[config.mk]
export PLATFORM = sky130hd
export DESIGN_NAME = puf_challenge_sequencer_flat
export DESIGN_NICKNAME = d
export VERILOG_FILES = /design/src/rtl/puf_pkg.sv /design/src/rtl/puf_challenge_sequencer_if.sv /design/src/rtl/puf_challenge_sequencer_resp_sync.sv /design/src/rtl/puf_challenge_sequencer.sv /design/src/flat_wrapper.sv
export SDC_FILE = /design/constraint.sdc
export NUM_CORES = 1
export LEC_CHECK = 0
export CAP_MARGIN = 10
export CORE_MARGIN = 2
export CORE_UTILIZATION = 53
export DETAILED_ROUTE_END_ITERATION = 10
export PLACE_DENSITY_LB_ADDON = 0.15
export SYNTH_ARGS = -nofsm -noshare
export SYNTH_HDL_FRONTEND = slang
export SYNTH_SLANG_ARGS = --single-unit
[constraint.sdc]
create_clock -name clk -period 4.1 [get_ports clk]
set_clock_uncertainty 0.05 [all_clocks]
set_input_delay 0.82 -clock clk [delete_from_list [all_inputs] [get_ports clk]]
set_output_delay 0.82 -clock clk [all_outputs]
set_load 0.02 [all_outputs]
[src/rtl/puf_pkg.sv]
// puf_pkg: shared types, widths and helpers for the PUF challenge sequencer
package puf_pkg;
   typedef enum logic [2:0] {IDLE, CLEAR, MEASURE, SYNC, EVAL, FIN} state_t;
   localparam int CHAL_W = 4;
   localparam int RESP_W = 4;
   localparam logic MODE_ENROLL = 1'b0;
   localparam logic MODE_AUTH = 1'b1;
   function automatic logic [2:0] popcount(input logic [RESP_W-1:0] v);
      popcount = '0;
      for (int i = 0; i < RESP_W; i++) popcount = popcount + 3'(v[i]);
   endfunction
endpackage

[src/rtl/puf_challenge_sequencer_if.sv]
// puf_challenge_sequencer_if: controller-side request/status bundle of the sequencer
interface puf_challenge_sequencer_if #(parameter int NUM_CHAL = 16);
   localparam int MC_W = $clog2(NUM_CHAL * 4 + 1);
   logic start;
   logic mode;
   logic busy;
   logic done;
   logic enrolled;
   logic auth_pass;
   logic auth_err;
   logic [MC_W-1:0] mismatch_count;
   modport master (output start, mode, input busy, done, enrolled, auth_pass, auth_err, mismatch_count);
   modport slave (input start, mode, output busy, done, enrolled, auth_pass, auth_err, mismatch_count);
endinterface

[src/rtl/puf_challenge_sequencer_resp_sync.sv]
// puf_resp_sync: two-flop synchroniser bringing the asynchronous PUF response into clk
module puf_resp_sync
   import puf_pkg::*;
(
   input  logic              clk,
   input  logic              reset,
   input  logic [RESP_W-1:0] d,
   output logic [RESP_W-1:0] q
);
   logic [RESP_W-1:0] meta;
   always_ff @(posedge clk) begin
      if (reset) begin
         meta <= '0;
         q <= '0;
      end else begin
         meta <= d;
         q <= meta;
      end
   end
endmodule

[src/rtl/puf_challenge_sequencer.sv]
// puf_challenge_sequencer: sweeps RO-PUF challenge pairs, enrolls responses or scores them by Hamming distance
module puf_challenge_sequencer
   import puf_pkg::*;
#(
   parameter int NUM_CHAL = 16,
   parameter int CLEAR_CYCLES = 4,
   parameter int MEASURE_CYCLES = 1024,
   parameter logic [CHAL_W-1:0] XOR_MASK = 4'hA,
   parameter int THRESHOLD = 6
) (
   input  logic                 clk,
   input  logic                 reset,
   puf_challenge_sequencer_if.slave ctl,
   output logic                 puf_reset,
   output logic [CHAL_W-1:0]    cha0,
   output logic [CHAL_W-1:0]    cha1,
   input  logic [RESP_W-1:0]    response
);
   localparam int MC_W = $clog2(NUM_CHAL * 4 + 1);
   localparam int IDX_W = NUM_CHAL > 1 ? $clog2(NUM_CHAL) : 1;
   localparam int MAX_PH = CLEAR_CYCLES > MEASURE_CYCLES ? CLEAR_CYCLES : MEASURE_CYCLES;
   localparam int PH_W = $clog2(MAX_PH + 2);
   state_t state;
   logic mode_r;
   logic busy;
   logic done;
   logic enrolled;
   logic auth_pass;
   logic auth_err;
   logic [MC_W-1:0] mismatch_count;
   logic [MC_W-1:0] acc;
   logic [MC_W:0] acc_sum;
   logic [MC_W-1:0] acc_sat;
   logic [IDX_W-1:0] idx;
   logic [IDX_W-1:0] idx_n;
   logic [PH_W-1:0] ph;
   logic [RESP_W-1:0] resp_s;
   logic [RESP_W-1:0] store [NUM_CHAL];
   logic last_idx;
   puf_resp_sync u_sync (.clk(clk), .reset(reset), .d(response), .q(resp_s));
   assign idx_n = idx + 1'b1;
   assign last_idx = idx == IDX_W'(NUM_CHAL - 1);
   assign acc_sum = {1'b0, acc} + (MC_W + 1)'(popcount(resp_s ^ store[idx]));
   assign acc_sat = acc_sum[MC_W] ? '1 : acc_sum[MC_W-1:0];
   assign ctl.busy = busy;
   assign ctl.done = done;
   assign ctl.enrolled = enrolled;
   assign ctl.auth_pass = auth_pass;
   assign ctl.auth_err = auth_err;
   assign ctl.mismatch_count = mismatch_count;
   always_ff @(posedge clk) begin
      if (reset) begin
         state <= IDLE;
         mode_r <= MODE_ENROLL;
         puf_reset <= 1'b1;
         cha0 <= '0;
         cha1 <= '0;
         busy <= 1'b0;
         done <= 1'b0;
         enrolled <= 1'b0;
         auth_pass <= 1'b0;
         auth_err <= 1'b0;
         mismatch_count <= '0;
         acc <= '0;
         idx <= '0;
         ph <= '0;
      end else begin
         done <= 1'b0;
         case (state)
            IDLE: if (ctl.start) begin
               mode_r <= ctl.mode;
               idx <= '0;
               ph <= '0;
               acc <= '0;
               cha0 <= '0;
               cha1 <= XOR_MASK;
               busy <= 1'b1;
               if (ctl.mode == MODE_ENROLL) enrolled <= 1'b0;
               state <= (ctl.mode == MODE_AUTH && !enrolled) ? FIN : CLEAR;
            end
            CLEAR: if (ph == PH_W'(CLEAR_CYCLES - 1)) begin
               ph <= '0;
               puf_reset <= 1'b0;
               state <= MEASURE;
            end else ph <= ph + 1'b1;
            MEASURE: if (ph == PH_W'(MEASURE_CYCLES - 1)) begin
               ph <= '0;
               puf_reset <= 1'b1;
               state <= SYNC;
            end else ph <= ph + 1'b1;
            SYNC: if (ph == PH_W'(1)) begin
               ph <= '0;
               state <= EVAL;
            end else ph <= ph + 1'b1;
            EVAL: begin
               if (mode_r == MODE_AUTH) acc <= acc_sat;
               if (last_idx) state <= FIN;
               else begin
                  idx <= idx_n;
                  cha0 <= CHAL_W'(idx_n);
                  cha1 <= CHAL_W'(idx_n) ^ XOR_MASK;
                  state <= CLEAR;
               end
            end
            FIN: begin
               done <= 1'b1;
               busy <= 1'b0;
               state <= IDLE;
               if (mode_r == MODE_AUTH) begin
                  mismatch_count <= acc;
                  auth_pass <= enrolled && (32'(acc) <= THRESHOLD);
                  auth_err <= !enrolled;
               end else enrolled <= 1'b1;
            end
            default: state <= IDLE;
         endcase
      end
   end
   // store has no reset; enrolled gates whether its contents mean anything
   always_ff @(posedge clk) begin
      if (!reset && state == EVAL && mode_r == MODE_ENROLL) store[idx] <= resp_s;
   end
endmodule

[src/flat_wrapper.sv]
// flat-port wrapper written by rule: the top's interface ports become plain ports
module puf_challenge_sequencer_flat import puf_pkg::*;
#(
   parameter int NUM_CHAL = 16,
   parameter int CLEAR_CYCLES = 4,
   parameter int MEASURE_CYCLES = 1024,
   parameter logic [CHAL_W-1:0] XOR_MASK = 4'hA,
   parameter int THRESHOLD = 6
)
  (clk, reset, puf_reset, cha0, cha1, response, ctl_start, ctl_mode, ctl_busy, ctl_done, ctl_enrolled, ctl_auth_pass, ctl_auth_err, ctl_mismatch_count);
  puf_challenge_sequencer_if #(.NUM_CHAL(NUM_CHAL)) ctl_i ();
  input  logic clk;
  input  logic reset;
  output logic puf_reset;
  output logic [CHAL_W-1:0] cha0;
  output logic [CHAL_W-1:0] cha1;
  input  logic [RESP_W-1:0] response;
  input wire logic [$bits(ctl_i.start)-1:0] ctl_start;
  input wire logic [$bits(ctl_i.mode)-1:0] ctl_mode;
  output wire logic [$bits(ctl_i.busy)-1:0] ctl_busy;
  output wire logic [$bits(ctl_i.done)-1:0] ctl_done;
  output wire logic [$bits(ctl_i.enrolled)-1:0] ctl_enrolled;
  output wire logic [$bits(ctl_i.auth_pass)-1:0] ctl_auth_pass;
  output wire logic [$bits(ctl_i.auth_err)-1:0] ctl_auth_err;
  output wire logic [$bits(ctl_i.mismatch_count)-1:0] ctl_mismatch_count;
  assign ctl_i.start = ctl_start;
  assign ctl_i.mode = ctl_mode;
  assign ctl_busy = ctl_i.busy;
  assign ctl_done = ctl_i.done;
  assign ctl_enrolled = ctl_i.enrolled;
  assign ctl_auth_pass = ctl_i.auth_pass;
  assign ctl_auth_err = ctl_i.auth_err;
  assign ctl_mismatch_count = ctl_i.mismatch_count;
  puf_challenge_sequencer #(.NUM_CHAL(NUM_CHAL), .CLEAR_CYCLES(CLEAR_CYCLES), .MEASURE_CYCLES(MEASURE_CYCLES), .XOR_MASK(XOR_MASK), .THRESHOLD(THRESHOLD)) u_core (.clk(clk), .reset(reset), .ctl(ctl_i), .puf_reset(puf_reset), .cha0(cha0), .cha1(cha1), .response(response));
endmodule
==> results of run 1 <==
==> final cells by class <==
type                            instances  share of cell area
Tap cell                              129              0.0266
Inverter                               14             0.00866
Clock inverter                         11              0.0181
Timing Repair Buffer                   39              0.0637
Multi-Input combinational cell        257               0.321
Clock buffer                           21              0.0707
Sequential cell                       117               0.492
==> kinds of logic (layout without fill, tap and decap cells) <==
kind of cell,Yosys count,after routing,share of synthesized area
buffers and inverters,37,85,0.0329
and+or+nand+nor,148,148,0.150
muxes,24,24,0.0871
AOI/OAI and AO/OA,61,61,0.0851
xor gates and xnor gates,11,11,0.0191
adders and majority gates,13,13,0.0351
DFF,117,117,0.590
==> cell usage in the layout (no fill, tap or decap), types with 4 or more instances in the layout <==
| cell type | netlist | routed |
|---|---|---|
| edfxtp_1 | 64 | 64 |
| dfxtp_1 | 53 | 52 |
| nor2_1 | 39 | 38 |
| nand2_1 | 36 | 36 |
| clkdlybuf4s50_1 | 0 | 28 |
| a21oi_1 | 20 | 18 |
| mux4_2 | 16 | 16 |
| clkbuf_16 | 0 | 16 |
| inv_1 | 14 | 14 |
| nor2b_1 | 13 | 13 |
| nor3_1 | 12 | 12 |
| ha_1 | 11 | 11 |
| nand3_1 | 10 | 10 |
| a31oi_1 | 8 | 8 |
| buf_4 | 3 | 8 |
| mux2i_1 | 8 | 7 |
| a211oi_1 | 10 | 7 |
| nand2b_1 | 7 | 7 |
| xnor2_1 | 6 | 6 |
| nand3b_1 | 6 | 6 |
| xor2_1 | 5 | 5 |
| nand4_1 | 5 | 5 |
| o21ai_0 | 5 | 4 |
| clkbuf_1 | 16 | 4 |
==> per-stage QoR <==
step	cell area [um^2]	util	worst slack, ns	hold slack, ns
finish	6070	0.657	0.222	0.380
detailed placement	5470	0.592	0.0574	0.372
floorplan	5050	-	0.277	0.364
global placement	5470	0.592	0.172	0.369
global route	6070	0.657	-0.0187	0.397
CTS	6010	0.650	0.0150	0.384
==> worst paths after layout <==
path                         to  slack, ns  depth (start not counted)
min          u_core.u_sync.q[3]       0.38                          1
max               u_core.acc[4]       0.22                         18
max reg2reg       u_core.acc[4]       0.22                         18
min reg2reg  u_core.u_sync.q[3]       0.38                          1
==> registers in the layout, indices dropped and copies added (netlist names), 3 cells and up, named ones only <==
name,flops
u_core.state,3
u_core.cha1,4
u_core.acc,7
u_core.ctl.mismatch_count,7
u_core.ph,11
u_core.u_sync.meta,4
u_core.u_sync.q,4
u_core.store,64
==> repair_timing <==
action                                  CTS  global route
endpoints found under the hold margin     0             0
endpoints found under the setup margin    0             7
resized for setup                         0            14
buffers inserted                          0             1
==> power breakdown <==
part / internal [mW] / switching, mW / total [mW]
clock: 0.853 / 0.485 / 1.34
sequential: 1.25 / 0.0131 / 1.26
combinational: 0.0532 / 0.0720 / 0.125
==> per-layer routing <==
layer,track usage,part of all wire,wire [um],vias up
met5,0,0,0,-
met4,0.0780,0.013,130,0
met3,0.0552,0.057,564,14
met2,0.342,0.48,4780,104
met1,0.283,0.45,4460,1624
li1,-,-,-,1583
==> reports/metrics.cfg, run 1 <==
[min_path]
min_from=u_core.u_sync.meta[3]
min_path_type=reg -> reg

[power_and_ir_drop]
p_per_area_nw_per_um2=449
p_leak_nw=2.01
ir_drop_mv=0.360
p_total_mw=2.72

[synth]
avgSynthCellArea_um2=12.3
synth_area_leaders=edfxtp_1 (38%), dfxtp_1 (21%), mux4_2 (7.1%), nor2_1 (2.9%), ha_1 (2.7%)
synth_top_area_frac=0.380
synth_area_leader_cell=edfxtp_1
synthMostInstantiatedCell=edfxtp_1
ys_ff_latch=117
synth-async-reset-ratio=0
synth_edf_count=64
yosysWarnings=0
synthesis.area_um2=5050
ys_types=55
synthesis.nets=432
ys.flop_type=edfxtp_1
yosys-top-cells-count=edfxtp_1 (64), dfxtp_1 (53), nor2_1 (39)
ys_seq_area_frac=0.590
synth_cells=411

[sta]
hold_viol=0
max_slew_margin=0.533
post-route-period-util=0.946
period_needed_ns=3.88
drv_slew=0
worstMarginPinSlew_ns=0.695
maxClockFrequency_mhz=258
fin_tns_setup_ns=0
setup-violations-final=0

[critical_path]
path_class=reg -> reg
start_kind=flip-flop
crit_arrival_ns=4.22
cp.required_ns=4.44
critical-path-max-stage-delay_ns=0.49
path_delay_family=adder cells
crit_chain=buf_12 -> buf_6 -> mux4_2 -> nor2b_1 -> a211oi_1 -> a21oi_1 -> xnor2_1 -> fa_1 -> inv_1 -> ha_1 -> inv_1 -> fa_2 -> nor2b_1 -> o21ai_1 -> nor2_2 -> buf_4 -> o22a_1 -> nor2_1
worstPathBufferInverterCount=5
worst_setup_path_end_kind=flip-flop
cp_max_fo=8
critPathSlowestCell=mux4_2

[cells_and_area]
fillers=685
layout.cells.non_filler=588
antenna_cells=0
seqCellArea_um2=2980
drive_gt1_frac=0.159
syn2layout_area_growth_pct=20.1
multiInputGateArea_um2=1950
final_nets=467

[floorplanning]
die_w_um=102
ios=29
initial_core_util=0.547
core_region_area_um2=9240
fp.dieH_um=102
die-area_um2=10300
rows=35

[place]
port_buffers=28
place_congestion=0.824
dpl.hpwl_um=6580
place_inst=555

[clocking]
clk_pin_slew_worst_paths_ns=0.06
cts_made_buffers=17
clock_insertion_delay_worst_skew_ns=0.51
clockBufferDepth=2
cts_tree=built
hold_buffers=0
clockRootBuffer=clkbuf_8
h-tree-depth=4
clock-sinks=117

[grt]
antenna_found_initial=0
grt_pass1_wl_um=16700
grt_pass1_vias=3296
grt_max_degree=44
grt_use_total=0.214
gr-total-overflow=0

[run_status]
outcome=finished, final reports clean

[detailed_routing]
drcViolationCount=0
drt_pass1_iterations=4
ant_nets=0
via_count=3325
routedWlPerCell_um=16.9
wl_um=9930
vias_per_cell=5.65
drt_iter0_markers=146

[flow_run]
maxCapViolCount=0

Note: power is estimated with default switching activity, not from simulation.
==> inputs of run 2 (changes only) <==
Settings changed: ABC_CLOCK_PERIOD_IN_PS set to 4100.
==> results of run 2 <==
The final DEF is identical to that of run 1; final timing and power are the same.
==> inputs of run 3 (changes only) <==
Settings changed: CTS_CLUSTER_DIAMETER set to 100.
==> results of run 3 <==
The final DEF is identical to that of run 1; final timing and power are the same.
